<file path="src/rtl/lsu_controller.sv">
// lsu_controller
// Sequencing controller between the execute/memory stage and a single-outstanding
// valid/ready data-memory bus. One load or store is accepted per handshake. Store
// data is replicated onto the byte lanes and load data is extracted and extended.
// Misaligned accesses and bus timeouts complete with an error response.
//
// Ports:
//   clk, rst                 clock, synchronous active-high reset
//   req_valid / req_ready    core request handshake (ready only while idle)
//   req_funct3               RV32I load/store funct3
//   req_addr, req_wdata      byte address, right-justified store data
//   req_wstrobe              decoded byte-lane mask
//   req_wen, req_ren         store / load enables
//   mem_valid / mem_ready    bus handshake (mem_rdata valid with mem_ready)
//   mem_addr, mem_we         word-aligned address, write enable
//   mem_wstrb, mem_wdata     byte lanes, lane-aligned store data
//   mem_rdata                read word
//   rsp_valid                one-cycle completion pulse
//   rsp_rdata, rsp_err       extended load result, error flag
//   busy                     pipeline stall (controller not idle)
module lsu_controller #(
    parameter int TIMEOUT = 16
) (
    input  logic        clk,
    input  logic        rst,
    input  logic        req_valid,
    output logic        req_ready,
    input  logic [2:0]  req_funct3,
    input  logic [31:0] req_addr,
    input  logic [31:0] req_wdata,
    input  logic [3:0]  req_wstrobe,
    input  logic        req_wen,
    input  logic        req_ren,
    output logic        mem_valid,
    input  logic        mem_ready,
    output logic [31:0] mem_addr,
    output logic        mem_we,
    output logic [3:0]  mem_wstrb,
    output logic [31:0] mem_wdata,
    input  logic [31:0] mem_rdata,
    output logic        rsp_valid,
    output logic [31:0] rsp_rdata,
    output logic        rsp_err,
    output logic        busy
);

    localparam int CW = $clog2(TIMEOUT + 1);

    typedef enum logic [1:0] {IDLE, ACCESS, RESP} state_t;

    localparam logic [1:0] SZ_B = 2'd0;
    localparam logic [1:0] SZ_H = 2'd1;
    localparam logic [1:0] SZ_W = 2'd2;

    state_t        state_reg, state_next;
    logic [CW-1:0] cnt_reg, cnt_next;
    logic [31:0]   addr_reg, addr_next;
    logic [31:0]   wdata_reg, wdata_next;
    logic [3:0]    wstrb_reg, wstrb_next;
    logic          wen_reg, wen_next;
    logic [1:0]    size_reg, size_next;
    logic          uns_reg, uns_next;
    logic [31:0]   rdata_reg, rdata_next;
    logic          err_reg, err_next;

    // Request decode. Only the enumerated funct3 codes for the selected
    // direction select byte/half; anything else is handled as a word.
    logic [1:0]  size_in;
    logic        uns_in;
    logic        misal_in;
    logic [31:0] wdata_aligned;

    always_comb begin
        size_in = SZ_W;
        if (req_wen) begin
            case (req_funct3)
                3'b000:  size_in = SZ_B;
                3'b001:  size_in = SZ_H;
                default: size_in = SZ_W;
            endcase
        end else begin
            case (req_funct3)
                3'b000, 3'b100: size_in = SZ_B;
                3'b001, 3'b101: size_in = SZ_H;
                default:        size_in = SZ_W;
            endcase
        end
        uns_in   = !req_wen && req_funct3[2];
        misal_in = ((size_in == SZ_W) && (req_addr[1:0] != 2'b00)) ||
                   ((size_in == SZ_H) && req_addr[0]);
    end

    // Lane replication: byte stores copy byte 0 everywhere, half stores copy
    // the low half into both halves, word stores pass straight through.
    generate
        for (genvar gi = 0; gi < 4; gi++) begin : g_lane
            always_comb begin
                case (size_in)
                    SZ_B:    wdata_aligned[8*gi +: 8] = req_wdata[7:0];
                    SZ_H:    wdata_aligned[8*gi +: 8] = req_wdata[8*(gi % 2) +: 8];
                    default: wdata_aligned[8*gi +: 8] = req_wdata[8*gi +: 8];
                endcase
            end
        end
    endgenerate

    // State register
    always_ff @(posedge clk) begin
        if (rst) begin
            state_reg <= IDLE;
            cnt_reg   <= '0;
            addr_reg  <= '0;
            wdata_reg <= '0;
            wstrb_reg <= '0;
            wen_reg   <= 1'b0;
            size_reg  <= SZ_W;
            uns_reg   <= 1'b0;
            rdata_reg <= '0;
            err_reg   <= 1'b0;
        end else begin
            state_reg <= state_next;
            cnt_reg   <= cnt_next;
            addr_reg  <= addr_next;
            wdata_reg <= wdata_next;
            wstrb_reg <= wstrb_next;
            wen_reg   <= wen_next;
            size_reg  <= size_next;
            uns_reg   <= uns_next;
            rdata_reg <= rdata_next;
            err_reg   <= err_next;
        end
    end

    // Next-state logic
    always_comb begin
        state_next = state_reg;
        cnt_next   = cnt_reg;
        addr_next  = addr_reg;
        wdata_next = wdata_reg;
        wstrb_next = wstrb_reg;
        wen_next   = wen_reg;
        size_next  = size_reg;
        uns_next   = uns_reg;
        rdata_next = rdata_reg;
        err_next   = err_reg;
        case (state_reg)
            IDLE: begin
                if (req_valid && (req_wen || req_ren)) begin
                    addr_next  = req_addr;
                    wdata_next = wdata_aligned;
                    wstrb_next = req_wstrobe;
                    wen_next   = req_wen;
                    size_next  = size_in;
                    uns_next   = uns_in;
                    rdata_next = '0;
                    cnt_next   = '0;
                    err_next   = misal_in;
                    state_next = misal_in ? RESP : ACCESS;
                end
            end
            ACCESS: begin
                // mem_ready wins over a simultaneous timeout.
                if (mem_ready) begin
                    rdata_next = wen_reg ? 32'd0 : mem_rdata;
                    err_next   = 1'b0;
                    state_next = RESP;
                end else if (cnt_reg == CW'(TIMEOUT - 1)) begin
                    err_next   = 1'b1;
                    state_next = RESP;
                end else begin
                    cnt_next = cnt_reg + 1'b1;
                end
            end
            RESP: begin
                state_next = IDLE;
            end
            default: state_next = IDLE;
        endcase
    end

    // Load extraction from the captured word
    logic [7:0]  byte_sel;
    logic [15:0] half_sel;
    logic [31:0] load_ext;

    always_comb begin
        byte_sel = rdata_reg[8*addr_reg[1:0] +: 8];
        half_sel = addr_reg[1] ? rdata_reg[31:16] : rdata_reg[15:0];
        case (size_reg)
            SZ_B:    load_ext = {{24{byte_sel[7] & ~uns_reg}}, byte_sel};
            SZ_H:    load_ext = {{16{half_sel[15] & ~uns_reg}}, half_sel};
            default: load_ext = rdata_reg;
        endcase
    end

    // Bus outputs are only driven during ACCESS so they read as zero otherwise.
    assign mem_valid = (state_reg == ACCESS);
    assign mem_addr  = mem_valid ? {addr_reg[31:2], 2'b00} : 32'd0;
    assign mem_we    = mem_valid & wen_reg;
    assign mem_wstrb = mem_valid ? wstrb_reg : 4'd0;
    assign mem_wdata = mem_valid ? wdata_reg : 32'd0;

    assign req_ready = (state_reg == IDLE) && !rst;
    assign busy      = (state_reg != IDLE);
    assign rsp_valid = (state_reg == RESP);
    assign rsp_err   = rsp_valid & err_reg;
    assign rsp_rdata = (rsp_valid && !err_reg && !wen_reg) ? load_ext : 32'd0;

endmodule

</file>
<file path="config.mk">
export PLATFORM = sky130hd
export DESIGN_NAME = lsu_controller
export DESIGN_NICKNAME = d
export VERILOG_FILES = /design/src/rtl/lsu_controller.sv
export SDC_FILE = /design/constraint.sdc
export NUM_CORES = 1
export LEC_CHECK = 0
export BUFFER_PORTS_ARGS = -buffer_cell sky130_fd_sc_hd__buf_2
export CAP_MARGIN = 0
export CORE_MARGIN = 2
export CORE_UTILIZATION = 50
export DETAILED_ROUTE_END_ITERATION = 8
export GPL_TIMING_DRIVEN = 0
export PLACE_DENSITY = 0.92
export SLEW_MARGIN = 20
export SYNTH_ARGS = -nofsm -noshare
export SYNTH_HDL_FRONTEND = slang
export SYNTH_SLANG_ARGS = --single-unit
</file>
<file path="constraint.sdc">
create_clock -name clk -period 4.9 [get_ports clk]
set_input_delay 0.49 -clock clk [delete_from_list [all_inputs] [get_ports clk]]
set_output_delay 0.49 -clock clk [all_outputs]
set_load 0.01 [all_outputs]
</file>
==> flow_summary_export.csv <==
group,metric,value,unit
synth,synth_seq_cells,112,
worst_setup_path,reg2reg_setup_slack,2.93,ns
worst_setup_path,critical_path.startpoint,"size_reg[1]",
die,dieWidth,112,microns
pwr,p_leak,3.41,nW
timing,final_max_slew_viol_count,0,
synth,synth_mux_area_frac,0.0449,
pwr,p_per_area,283,mW/mm^2
synth,ys_types,55,
place,place_congestion,0.963,
drt,ant_nets,0,
grt,grt_use_total,0.275,
pwr,comb_power_share,0.167,
clock_network,cts_max_level,3,
timing,period_share,0.563,
worst_setup_path,endpoint_kind,"primary output",
worst_setup_path,cp-start-kind,"register",
synth,ys.flop_type,"dfxtp_1",
drt,vias_per_cell,5.52,
pwr,irDropWorstVdd,0.185,mV
die,design.portCount,215,
worst_setup_path,crit_required,4.41,ns
worst_setup_path,cp.arrival,2.27,ns
die,initial_core_util,0.512,
synth,yosysSeqAreaShare,0.385,
finish,multi_input_area,0.00318,sq mm
grt,antenna_found_initial,0,
grt,grt_pass1_wl,27900,microns
clock_network,clk_pin_slew_worst_paths,0.07,ns
timing,max_freq,362,MHz
timing,worstMarginPinSlew,0.804,ns
worst_setup_path,r2r_cells,7,
grt,first_global_vias,5730,
synth,synth_top_family_by_area,"simple AND/OR/NAND/NOR gates",
synth,synth_simple_gate_area_frac,0.282,
min_path,min-delay-start,"req_addr[26]",
flow_run,cap_violations,0,
clock_network,clk_latency,0.34,ns
finish,fillers,979,
die,die_area,0.0125,sq mm
die,num_rows,39,
die,die_h,112,microns
synth,netlist_area,0.00582,sq mm
clock_network,clock_sinks,112,
finish,syn_to_final_growth,26.3,%
drt,dr_total_vias,6006,
drt,drc,0,
min_path,hold_end,"addr_reg[26]",
die,core_area,0.0114,sq mm
finish,nNetsFinal,1051,
worst_setup_path,cp_max_fo,10,
clock_network,cts_hold_buf,0,
synth,synth_enable_flop_cells,0,
status,status,"completed",
synth,ys_warn_count,0,
timing,hold_viol_final,0,
grt,grt_max_degree,18,
pwr,p_int,1.51,mW
grt,grt_overflow_total,0,
synth,syn_area_per_cell,8.10,sq um
worst_setup_path,critPathKind,"reg -> out",
timing,relSlewSlack,0.459,
pwr,p_seq_frac,0.475,
timing,tns,0,ns
clock_network,cts_resized,0,
pwr,p_switching,0.570,mW
timing,whs,0.378,ns
place,numPortBuffers,210,
pwr,p_sw_frac,0.274,
clock_network,cts_setup_buffers,0,
clock_network,cts-root-buf,"clkbuf_16",
clock_network,cts_buffers,9,
place,hpwl,13300,microns
clock_network,clock_path_buffers,2,
drt,wl_per_cell,16.2,microns
timing,finalSetupViolations,0,
drt,wl,17600,microns
finish,drive_above_1_share,0.324,
finish,register_area,0.00224,sq mm
finish,n_antenna_cell,0,
timing,fin_worst_skew,0.00474,ns
min_path,hold_path_depth,3,
synth,async_flop_share,0,
drt,drt_iter0_drc,515,
synth,postSynthCellCount,718,
synth,synth_xor_area_frac,0.00301,
worst_setup_path,reg2reg_to,"cnt_reg[3]",
timing,rsz0062_at_grt,"false",
synth,synth_compound_area_frac,0.211,
timing,finalCriticalPeriod,2.76,ns
finish,final_cell_area,0.00735,sq mm
place,place_area,0.00705,sq mm
worst_setup_path,r2r-start,"cnt_reg[0]",
synth,synthAdderAreaFrac,0.00430,
min_path,min_path_type,"in -> reg",
clock_network,cts_tree,"yes",
pwr,pwr-share-clk,0.358,
drt,firstDrtPassIters,7,
## worst max-delay path by stage
stage	slack, ns	end	cells past startpoint
3_3_place_gp	2.40	req_ready	5
3_5_place_dp	2.41	req_ready	5
5_1_grt	2.01	rsp_rdata[25]	6
2_1_floorplan	3.00	rsp_rdata[21]	5
6_report	2.14	rsp_rdata[22]	6
4_1_cts	2.16	rsp_rdata[25]	6
## cell usage after synthesis, types with 4 or more instances
master	n	area (sq um)
a211oi_1	18	135
a21o_1	17	128
a21oi_1	59	295
a221oi_1	8	70.1
a31oi_1	8	50.1
and2_1	69	432
buf_2	16	80.1
buf_4	6	45.0
buf_6	4	45.0
clkbuf_1	32	120
dfxtp_1	112	2240
inv_1	12	45.0
mux2i_1	25	250
nand2_1	161	604
nand2b_1	4	25.0
nand3_1	4	20.0
nand3b_1	25	188
nand3b_2	8	90.1
nor2_1	25	93.8
nor3_1	10	50.1
o211ai_1	8	60.1
o21ai_0	4	20.0
o21ai_1	10	50.1
o21ai_2	21	184
o221a_2	7	78.8
o22ai_1	9	56.3
## power by group through the flow
stage | Clock [mW] | Combinational [mW] | Sequential [mW]
after global routing | 0.791 | 0.383 | 0.992
final | 0.745 | 0.348 | 0.987
after CTS | 0.755 | 0.345 | 0.986
after detailed placement | 0 | 0.343 | 1.01
after global placement | 0 | 0.336 | 1.00
after floorplan | 0 | 0.225 | 0.998
## layout make-up
| type | count | area share |
|---|---|---|
| clock inverters | 4 | 0.00715 |
| flip-flops and latches | 112 | 0.305 |
| inverters | 14 | 0.00749 |
| clock buffers | 12 | 0.0335 |
| well taps | 143 | 0.0243 |
| plain buffers | 63 | 0.0475 |
| repair buffers | 210 | 0.143 |
| multi-input cells | 530 | 0.432 |
## placed cells by master, fill, tap and decap left out, types with 3 or more instances in the layout
cell type and count:
a211oi_1 18, a21o_1 17, a21oi_1 59, a221oi_1 8, a31oi_1 8, and2_1 69, buf_2 226, buf_4 6
buf_6 4, clkbuf_1 34, clkbuf_16 9, dfxtp_1 112, inv_1 12, mux2i_1 25, nand2_1 161, nand2b_1 4
nand3_1 4, nand3b_1 25, nand3b_2 8, nor2_1 25, nor3_1 10, o211ai_1 8, o21a_1 3, o21ai_0 4
o21ai_1 10, o21ai_2 21, o221a_2 7, o22ai_1 9
## per-layer routing
| metal | routed length, microns | track usage | vias to the layer above | part of all wire |
|---|---|---|---|---|
| met5 | 0 | 0 | - | 0 |
| met3 | 1360 | 0.0457 | 44 | 0.077 |
| li1 | - | - | 2892 | - |
| met2 | 8550 | 0.481 | 300 | 0.49 |
| met1 | 7210 | 0.336 | 2770 | 0.41 |
| met4 | 508 | 0.111 | 0 | 0.029 |
## cells by family after synthesis
kind of cell,count (synthesis)
adders and majority gates,2
muxes,26
buffers and inverters,77
xor gates and xnor gates,2
AOI/OAI and AO/OA,178
and+or+nand+nor,320
other,1
DFF,112
## stage by stage
stage / instances / power, mW / setup slack, ns / utilization
5_1_grt: 1088 / 2.17 / 2.01 / 0.647
4_1_cts: 1088 / 2.09 / 2.16 / 0.647
3_3_place_gp: 1072 / 1.34 / 2.40 / 0.620
2_1_floorplan: 719 / 1.22 / 3.00 / -
6_report: 1088 / 2.08 / 2.14 / 0.647
3_5_place_dp: 1072 / 1.35 / 2.41 / 0.620
## critical path: stages (launching register included)
cell and delay [ns]:
dfxtp_1 0.32, buf_2 0.23, inv_2 0.09, nor4_2 0.72, buf_4 0.30, a21o_1 0.14
buf_2 0.12
(Power assumes the default switching activity.)
